File: src/rtl/spi_master_pkg.sv
// Shared definitions for the SPI mode-0 master: FSM state encoding and the
// default SCLK half-period length in system clocks.
package spi_master_pkg;

  // Default i_clk cycles per SCLK half-period (legal range 2..255).
  localparam int CLK_DIV_DEFAULT = 2;

  localparam logic [2:0] ST_IDLE_ENC  = 3'd0;
  localparam logic [2:0] ST_START_ENC = 3'd1;
  localparam logic [2:0] ST_LOW_ENC   = 3'd2;
  localparam logic [2:0] ST_HIGH_ENC  = 3'd3;
  localparam logic [2:0] ST_DONE_ENC  = 3'd4;
  localparam logic [2:0] ST_STOP_ENC  = 3'd5;

  typedef enum logic [2:0] {
    ST_IDLE  = ST_IDLE_ENC,
    ST_START = ST_START_ENC,
    ST_LOW   = ST_LOW_ENC,
    ST_HIGH  = ST_HIGH_ENC,
    ST_DONE  = ST_DONE_ENC,
    ST_STOP  = ST_STOP_ENC
  } state_t;

endpackage

File: src/rtl/spi_master_if.sv
// Byte handshake between the CPU I/O stage (master modport) and the SPI
// master block (slave modport). Signal names keep the block's pin names.
interface spi_master_if;
  import spi_master_pkg::*;

  logic       i_valid;
  logic [7:0] i_data;
  logic       i_hold;
  logic       o_ready;
  logic       o_rx_valid;
  logic [7:0] o_rx_data;

  modport master (
    output i_valid, i_data, i_hold,
    input  o_ready, o_rx_valid, o_rx_data
  );

  modport slave (
    input  i_valid, i_data, i_hold,
    output o_ready, o_rx_valid, o_rx_data
  );

endinterface

File: src/rtl/spi_master_tick.sv
// spi_tick: loadable half-period down-counter. o_tick is high while the count
// sits at zero; the owner reloads on the same cycle, so the tick lasts one cycle.
module spi_tick (
  input  logic       i_clk,
  input  logic       i_rst_n,
  input  logic       i_load,
  input  logic [7:0] i_load_val,
  output logic       o_tick
);

  logic [7:0] cnt;

  // Reload on request, otherwise count down and park at zero.
  always_ff @(posedge i_clk or negedge i_rst_n) begin
    if (!i_rst_n) begin
      cnt <= 8'd0;
    end else if (i_load) begin
      cnt <= i_load_val;
    end else if (cnt != 8'd0) begin
      cnt <= cnt - 8'd1;
    end
  end

  assign o_tick = (cnt == 8'd0);

endmodule

File: src/rtl/spi_master.sv
// spi_master: byte-wide SPI mode-0 master for the serial flash. One byte per
// valid/ready handshake; i_hold keeps CS low so multi-byte commands form one
// transaction.
// Build option: define SPI_LOOPBACK_EN to sample o_copi instead of i_cipo
// (RX byte equals TX byte, for bring-up without a flash part).
//
// state | meaning
// IDLE  | ready for a byte, SCLK low, CS low only if the previous byte held it
// START | CS just asserted, first COPI bit set up for one half-period
// LOW   | SCLK low half-period, COPI stable
// HIGH  | SCLK high half-period, CIPO captured at the rising edge
// DONE  | one cycle, RX byte published with o_rx_valid
// STOP  | SCLK low half-period before CS is released
module spi_master
  import spi_master_pkg::*;
#(
  parameter int CLK_DIV = CLK_DIV_DEFAULT  // i_clk cycles per SCLK half-period, 2..255
) (
  input  logic         i_clk,
  input  logic         i_rst_n,
  spi_master_if.slave  bus,
  output logic         o_cs,
  output logic         o_sclk,
  output logic         o_copi,
  input  logic         i_cipo
);

  localparam logic [7:0] HALF_LOAD = 8'(CLK_DIV - 1);

  state_t     state;
  logic [7:0] shift;
  logic [2:0] bit_cnt;
  logic       hold_q;
  logic       sample;
  logic       cs_q;
  logic       sclk_q;
  logic       copi_q;
  logic       ready_q;
  logic       rx_valid_q;
  logic [7:0] rx_data_q;
  logic       tick;
  logic       tick_load;
  logic       cipo_src;

`ifdef SPI_LOOPBACK_EN
  logic unused_cipo;
  assign unused_cipo = i_cipo;
  assign cipo_src    = copi_q;
`else
  assign cipo_src    = i_cipo;
`endif

  // Every state is entered either from IDLE, from DONE, or on a tick, so
  // reloading in those three situations restarts the half-period on entry.
  assign tick_load = (state == ST_IDLE) || (state == ST_DONE) || tick;

  spi_tick u_tick (
    .i_clk      (i_clk),
    .i_rst_n    (i_rst_n),
    .i_load     (tick_load),
    .i_load_val (HALF_LOAD),
    .o_tick     (tick)
  );

  // Transfer FSM; all pin and handshake outputs are registered here.
  always_ff @(posedge i_clk or negedge i_rst_n) begin
    if (!i_rst_n) begin
      state      <= ST_IDLE;
      shift      <= 8'd0;
      bit_cnt    <= 3'd0;
      hold_q     <= 1'b0;
      sample     <= 1'b0;
      cs_q       <= 1'b1;
      sclk_q     <= 1'b0;
      copi_q     <= 1'b0;
      ready_q    <= 1'b1;
      rx_valid_q <= 1'b0;
      rx_data_q  <= 8'd0;
    end else begin
      rx_valid_q <= 1'b0;
      case (state)
        ST_IDLE: begin
          sclk_q <= 1'b0;
          if (bus.i_valid && ready_q) begin
            shift   <= bus.i_data;
            hold_q  <= bus.i_hold;
            bit_cnt <= 3'd0;
            ready_q <= 1'b0;
            copi_q  <= bus.i_data[7];
            if (cs_q) begin
              cs_q  <= 1'b0;
              state <= ST_START;
            end else begin
              state <= ST_LOW;
            end
          end
        end
        ST_START: begin
          if (tick) state <= ST_LOW;
        end
        ST_LOW: begin
          // Already equal to shift[7] on entry; keeps COPI pinned to the MSB.
          copi_q <= shift[7];
          if (tick) begin
            sclk_q <= 1'b1;
            sample <= cipo_src;
            state  <= ST_HIGH;
          end
        end
        ST_HIGH: begin
          if (tick) begin
            sclk_q  <= 1'b0;
            shift   <= {shift[6:0], sample};
            bit_cnt <= bit_cnt + 3'd1;
            if (bit_cnt == 3'd7) begin
              rx_valid_q <= 1'b1;
              rx_data_q  <= {shift[6:0], sample};
              state      <= ST_DONE;
            end else begin
              // Next bit goes out on the falling edge.
              copi_q <= shift[6];
              state  <= ST_LOW;
            end
          end
        end
        ST_DONE: begin
          if (hold_q) begin
            ready_q <= 1'b1;
            state   <= ST_IDLE;
          end else begin
            state   <= ST_STOP;
          end
        end
        ST_STOP: begin
          if (tick) begin
            cs_q    <= 1'b1;
            ready_q <= 1'b1;
            state   <= ST_IDLE;
          end
        end
        default: begin
          state <= ST_IDLE;
        end
      endcase
    end
  end

  assign o_cs           = cs_q;
  assign o_sclk         = sclk_q;
  assign o_copi         = copi_q;
  assign bus.o_ready    = ready_q;
  assign bus.o_rx_valid = rx_valid_q;
  assign bus.o_rx_data  = rx_data_q;

endmodule

File: src/flat_wrapper.sv
// flat-port wrapper written by rule: the top's interface ports become plain ports
module spi_master_flat import spi_master_pkg::*;
#(
  parameter int CLK_DIV = CLK_DIV_DEFAULT                                              
)
  (i_clk, i_rst_n, o_cs, o_sclk, o_copi, i_cipo, bus_i_valid, bus_i_data, bus_i_hold, bus_o_ready, bus_o_rx_valid, bus_o_rx_data);
  spi_master_if bus_i ();
  input  logic i_clk;
  input  logic i_rst_n;
  output logic o_cs;
  output logic o_sclk;
  output logic o_copi;
  input  logic i_cipo;
  input wire logic [$bits(bus_i.i_valid)-1:0] bus_i_valid;
  input wire logic [$bits(bus_i.i_data)-1:0] bus_i_data;
  input wire logic [$bits(bus_i.i_hold)-1:0] bus_i_hold;
  output wire logic [$bits(bus_i.o_ready)-1:0] bus_o_ready;
  output wire logic [$bits(bus_i.o_rx_valid)-1:0] bus_o_rx_valid;
  output wire logic [$bits(bus_i.o_rx_data)-1:0] bus_o_rx_data;
  assign bus_i.i_valid = bus_i_valid;
  assign bus_i.i_data = bus_i_data;
  assign bus_i.i_hold = bus_i_hold;
  assign bus_o_ready = bus_i.o_ready;
  assign bus_o_rx_valid = bus_i.o_rx_valid;
  assign bus_o_rx_data = bus_i.o_rx_data;
  spi_master #(.CLK_DIV(CLK_DIV)) u_core (.i_clk(i_clk), .i_rst_n(i_rst_n), .bus(bus_i), .o_cs(o_cs), .o_sclk(o_sclk), .o_copi(o_copi), .i_cipo(i_cipo));
endmodule
File: config.mk
export PLATFORM = sky130hd
export DESIGN_NAME = spi_master_flat
export DESIGN_NICKNAME = d
export VERILOG_FILES = /design/src/rtl/spi_master_pkg.sv /design/src/rtl/spi_master_if.sv /design/src/rtl/spi_master_tick.sv /design/src/rtl/spi_master.sv /design/src/flat_wrapper.sv
export SDC_FILE = /design/constraint.sdc
export NUM_CORES = 1
export LEC_CHECK = 0
export ABC_AREA = 1
export BUFFER_PORTS_ARGS = -buffer_cell sky130_fd_sc_hd__buf_2
export CORE_ASPECT_RATIO = 1.2
export CORE_MARGIN = 5
export CORE_UTILIZATION = 60
export CTS_CLUSTER_DIAMETER = 60
export DETAILED_ROUTE_END_ITERATION = 10
export PLACE_DENSITY_LB_ADDON = 0.08
export SLEW_MARGIN = 20
export SYNTH_ARGS = -nofsm -noshare
export SYNTH_HDL_FRONTEND = slang
export SYNTH_SLANG_ARGS = --single-unit
File: constraint.sdc
create_clock -name i_clk -period 3.7 [get_ports i_clk]
set_clock_uncertainty 0.15 [all_clocks]
set_input_delay 0.74 -clock i_clk [delete_from_list [all_inputs] [get_ports i_clk]]
set_output_delay 0.74 -clock i_clk [all_outputs]
set_load 0.05 [all_outputs]
Word-level counts from Yosys, hierarchy flattened
Cells that the tools add are included.
{ "totals": {"reg_bits": 37, "output_inout_bits": 13} }
{ "classes": {"n_addsub": 2, "eq_ne": 13, "muxes": 31, "reduce_logical": 20} }
{ "ops": {"columns": ["op", "count"], "rows": [
  ["8-bit 2-to-1 mux", 4],
  ["3-bit 2-to-1 mux", 9],
  ["3-bit one-hot mux with 6 select lines", 1],
  ["8-bit one-hot mux with 2 select lines", 1],
  ["3-bit AND reduction", 4],
  ["1-bit 2-to-1 mux", 10],
  ["2-bit by 1-bit inequality test with 1-bit output (second input constant)", 5],
  ["3-bit == test (second input constant)", 3],
  ["1-bit one-hot mux with 3 select lines", 3],
  ["8-bit logical NOT", 1],
  ["4-bit AND reduction", 2],
  ["8-bit nonzero test", 1],
  ["8-bit by 1-bit subtractor with 8-bit output (second input constant)", 1],
  ["3-bit by 2-bit == test with 1-bit output (second input constant)", 2],
  ["3-bit one-hot mux with 2 select lines", 1],
  ["2-bit nonzero test", 3],
  ["3-bit nonzero test", 2],
  ["5-bit AND reduction", 1],
  ["2-bit inequality test (second input constant)", 2],
  ["2-bit AND reduction", 2],
  ["3-bit by 1-bit adder with 3-bit output (second input constant)", 1],
  ["3-bit by 1-bit == test with 1-bit output (second input constant)", 1],
  ["3-bit logical NOT", 1],
  ["1-bit logical OR", 2],
  ["3 further kinds", 3]
]} }

Longest topological paths before layout
{ "logic_depth": {"depth_word": 4, "mapped_depth": 9, "ltp_nobuf": 9} }

Cells and area by module
A second synthesis with hierarchy kept.
{ "unflattened": {"cells_unflattened": 261, "area_unflattened_um2": 1990.7} }
{ "modules_own_cells": {"columns": ["module", "n_inst", "cells_each", "area_per_inst_um2", "seq_area_each_um2"], "rows": [
  ["spi_master", 1, 190, 1477.7, 728.2],
  ["spi_tick", 1, 71, 513.0, 200.2]
]} }

Least setup slack after synthesis
No wires, ideal clock.
{ "synth_path": {"kind": "input to register", "startpoint": "input bus_i_valid", "endpoint": "register u_core.shift[1]", "arrival_ns": 1.394, "t_required_ns": 3.432, "slack_ns": 2.038, "cell_stages": 6, "path_buffers": 1, "cell_sequence": "nand2_1 > nand3_1 > nand2_4 > nor2_8 > buf_8 > o21ai_2"} }
{ "synth_via": {"elab_chain_len": 3} }
{ "synth_rtl": {"columns": ["element", "line", "rtl"], "rows": [
  ["start, declared", "flat_wrapper.sv:14", "input wire logic [$bits(bus_i.i_valid)-1:0] bus_i_valid;"],
  ["1-bit logical AND", "spi_master.sv:84", "if (bus.i_valid && ready_q) begin"],
  ["2-bit inequality test (no source line)", null, null],
  ["3-bit AND reduction (no source line)", null, null],
  ["end signal, assigned", "spi_master.sv:85", "shift <= bus.i_data;"],
  ["end signal, assigned", "spi_master.sv:113", "shift <= {shift[6:0], sample};"],
  ["end, declared", "spi_master.sv:31", "logic [7:0] shift;"]
]} }
No other way between the ends.
A chain may end at the register's enable or synchronous reset.

Final worst setup path
{ "layout_path": {"startpoint": "register u_core.cs_q, in the netlist u_core.o_cs", "endpoint": "output o_cs"} }
{ "layout_rtl": {"columns": ["element", "line", "rtl"], "rows": [
  ["start, declared", "spi_master.sv:35", "logic cs_q;"],
  ["start signal, assigned", "spi_master.sv:73", "cs_q <= 1'b1;"],
  ["start signal, assigned", "spi_master.sv:91", "cs_q <= 1'b0;"],
  ["start signal, assigned", "spi_master.sv:136", "cs_q <= 1'b1;"],
  ["end, declared", "flat_wrapper.sv:10", "output logic o_cs;"]
]} }
No word-level cell between the ends.

==> results.sh <==
export IMPL_run_status="finished clean"
export IMPL_die_area_um2=4400
export IMPL_fmax_mhz=484
export IMPL_antenna_found_initial=0
export IMPL_fin_tns_setup_ps=0
export IMPL_worst_pin_slew_ps=796
export IMPL_fin_area_um2=2100
export IMPL_synth_distinct_cells=27
export IMPL_crit_required_ps=2810
export IMPL_initial_utilization=0.623
export IMPL_wire_per_inst_um=11.9
export IMPL_grt_busiest_layer="met2"
export IMPL_netlist_area_leader_share=0.460
export IMPL_rsz0062_at_grt="no"
export IMPL_use_met1=0.232
export IMPL_synth_fp_nets=246
export IMPL_synth_area_leaders="dfrtp_1, nand2_1, o21ai_0, inv_1, nor2_1"
export IMPL_gp_congestion=0.774
export IMPL_yosys_area_share_adder=0.0263
export IMPL_cp_max_fo=4
export IMPL_die_h_um=71.7
export IMPL_cts_tree="built"
export IMPL_route_detailed_drc=0
export IMPL_cp_cell_sequence="buf_2"
export IMPL_maxSlewHeadroom=0.469
export IMPL_holdBufCountCts=0
export IMPL_ant_nets=0
export IMPL_grt_max_degree=38
export IMPL_grt_util_met3=0.0541
export IMPL_start_kind="flip-flop"
export IMPL_cts_resized_gates=0
export IMPL_ioPinCount=26
export IMPL_hold_path_class="reg2reg"
export IMPL_drive_gt1_frac=0.202
export IMPL_leakage_nw=1.11
export IMPL_path_delay_family="flip-flops"
export IMPL_synth_compound_area_frac=0.114
export IMPL_drv_slew=0
export IMPL_core_um2=3060
export IMPL_cp_buffers_inverters=1
export IMPL_drt_wl_total_um=3500
export IMPL_finalCriticalPeriod_ps=2060
export IMPL_seqCellArea_um2=928
export IMPL_place_area_um2=2030
export IMPL_firstDrtPassIters=4
export IMPL_multi_input_area_um2=820
export IMPL_syn2layout_area_growth_pct=10.4
export IMPL_synthCells=229
export IMPL_cpMaxStageDelayCell="dfstp_2"
export IMPL_clockBufferDepth=2
export IMPL_synthesis_area_um2=1900
export IMPL_dp_hpwl_um=2570
export IMPL_grt_pass1_vias=1482
export IMPL_hold_violations=0
export IMPL_clkLatencyLatePin_ps=340
export IMPL_drtIter0Drc=36
export IMPL_row_count=22
export IMPL_cts_inserted_buffers=5
export IMPL_nNetsFinal=274
export IMPL_io_buffers=25
export IMPL_final_common_cell="nand2_1"
export IMPL_critPathKind="reg2out"
export IMPL_pwr_density_cell_nw_per_um2=315
export IMPL_place_worst_setup_slack_ps=1860
export IMPL_post_cts_setup_buffer_count=0
export IMPL_via_count=1517
export IMPL_cp_end_kind="primary output"
export IMPL_synth_xor_area_frac=0.0138
export IMPL_fp_dieW_um=61.4
export IMPL_use_met2=0.314
export IMPL_setup_ws_ps=1640
export IMPL_grt_usage=0.188
export IMPL_yosysTopAreaCell="dfrtp_1"
export IMPL_grt_first_pass_wirelength_um=6280
export IMPL_root_buffer="clkbuf_4"
export IMPL_antenna_cells=0
export IMPL_slowest_delay_ps=570
export IMPL_layout_common_cells="nand2_1, dfrtp_1, inv_1"
export IMPL_ys_seq_elements=37
export IMPL_setup_viol=0
export IMPL_synth_seq_area_share=0.488
export IMPL_cap_violations=0
export IMPL_arrival_ps=1170
export IMPL_ir_worst_vdd_mv=0.329
export IMPL_cts_clk_slew_worst_paths_ps=110
export IMPL_fill_cells=268
export IMPL_yosys_warnings=0
export IMPL_grt_overflow=0
export IMPL_synth_top_family_by_area="simple AND/OR/NAND/NOR gates"
export IMPL_yosys_area_share_simple=0.277
export IMPL_cts_sinks=37
export IMPL_h_tree_depth=2
export IMPL_avgSynthCellArea_um2=8.31
export IMPL_via_per_inst=5.16
export IMPL_muxShareOfSynthArea=0
export IMPL_finalCritPeriodShare=0.558
-- layer usage --
| metal | wire length (µm) | up-vias |
|---|---|---|
| met2 | 1770 | 19 |
| met3 | 132 | 6 |
| met4 | 51 | 0 |
| met1 | 1550 | 713 |
| met5 | 0 | - |
| li1 | - | 779 |
-- through the flow --
stage / utilization / cells / hold slack (ps) / total power, W
after floorplan: - / 229 / 259 / 0.000417
after global placement: 0.665 / 286 / 272 / 0.000432
after detailed placement: 0.665 / 286 / 297 / 0.000432
after CTS: 0.688 / 294 / 313 / 0.000669
after global routing: 0.688 / 294 / 341 / 0.000694
final: 0.688 / 294 / 313 / 0.000663
-- cell type report --
type	count	area share
clock buffers	7	0.0310
clock inverters	1	0.00238
flip-flops and latches	37	0.442
well taps	36	0.0214
multi-input cells	158	0.390
inverters	30	0.0536
repair buffers	25	0.0596
-- flip-flops by register name (all words and copies together), names as in the netlist --
signal / flops
u_core.bit_cnt: 3
u_core.bus.o_ready: 1
u_core.state: 3
u_core.o_copi: 1
u_core.shift: 8
u_core.sample: 1
u_core.bus.o_rx_data: 8
u_core.o_sclk: 1
u_core.hold_q: 1
u_core.u_tick.cnt: 8
u_core.o_cs: 1
u_core.bus.o_rx_valid: 1
-- synth_stat cells, drive strengths merged --
cell type,n
a21oi,6
nand3b,1
xor2,3
dfrtp,35
a31oi,1
nand2,71
inv,30
ha,4
o21ai,30
nand3,11
or2,1
nand4,3
o211ai,1
dfstp,2
buf,4
nor2,26
-- logic make-up (layout without fill, tap and decap cells) --
family,count (synthesis),count (layout)
buf+inv,34,63
compound gates,38,38
fa+ha+maj,4,4
flops,37,37
simple gates,113,113
xor+xnor,3,3
-- final timing paths --
check                      cells after the start  slack [ps]                              from                          endpoint
min in group asynchronous                      1         330                           i_rst_n         u_core.sample$_DFFE_PN0P_
setup reg to reg                               8        1840       u_core.state[0]$_DFFE_PN0P_       u_core.shift[0]$_DFFE_PN0P_
hold / removal                                 1         310  u_core.u_tick.cnt[0]$_DFFE_PN0P_  u_core.u_tick.cnt[0]$_DFFE_PN0P_
setup / recovery                               1        1640           u_core.o_cs$_DFFE_PN1P_                              o_cs
hold reg to reg                                1         310  u_core.u_tick.cnt[0]$_DFFE_PN0P_  u_core.u_tick.cnt[0]$_DFFE_PN0P_
max in group asynchronous                      1        2570                           i_rst_n  u_core.u_tick.cnt[7]$_DFFE_PN0P_
-- where the power goes --
part | total, W | switching, W | internal, W
clock | 0.000239 | 0.000129 | 0.000110
sequential | 0.000405 | 0.000000124 | 0.000405
combinational | 0.0000188 | 0.0000121 | 0.00000674
Power figures use the tool's default switching activity.
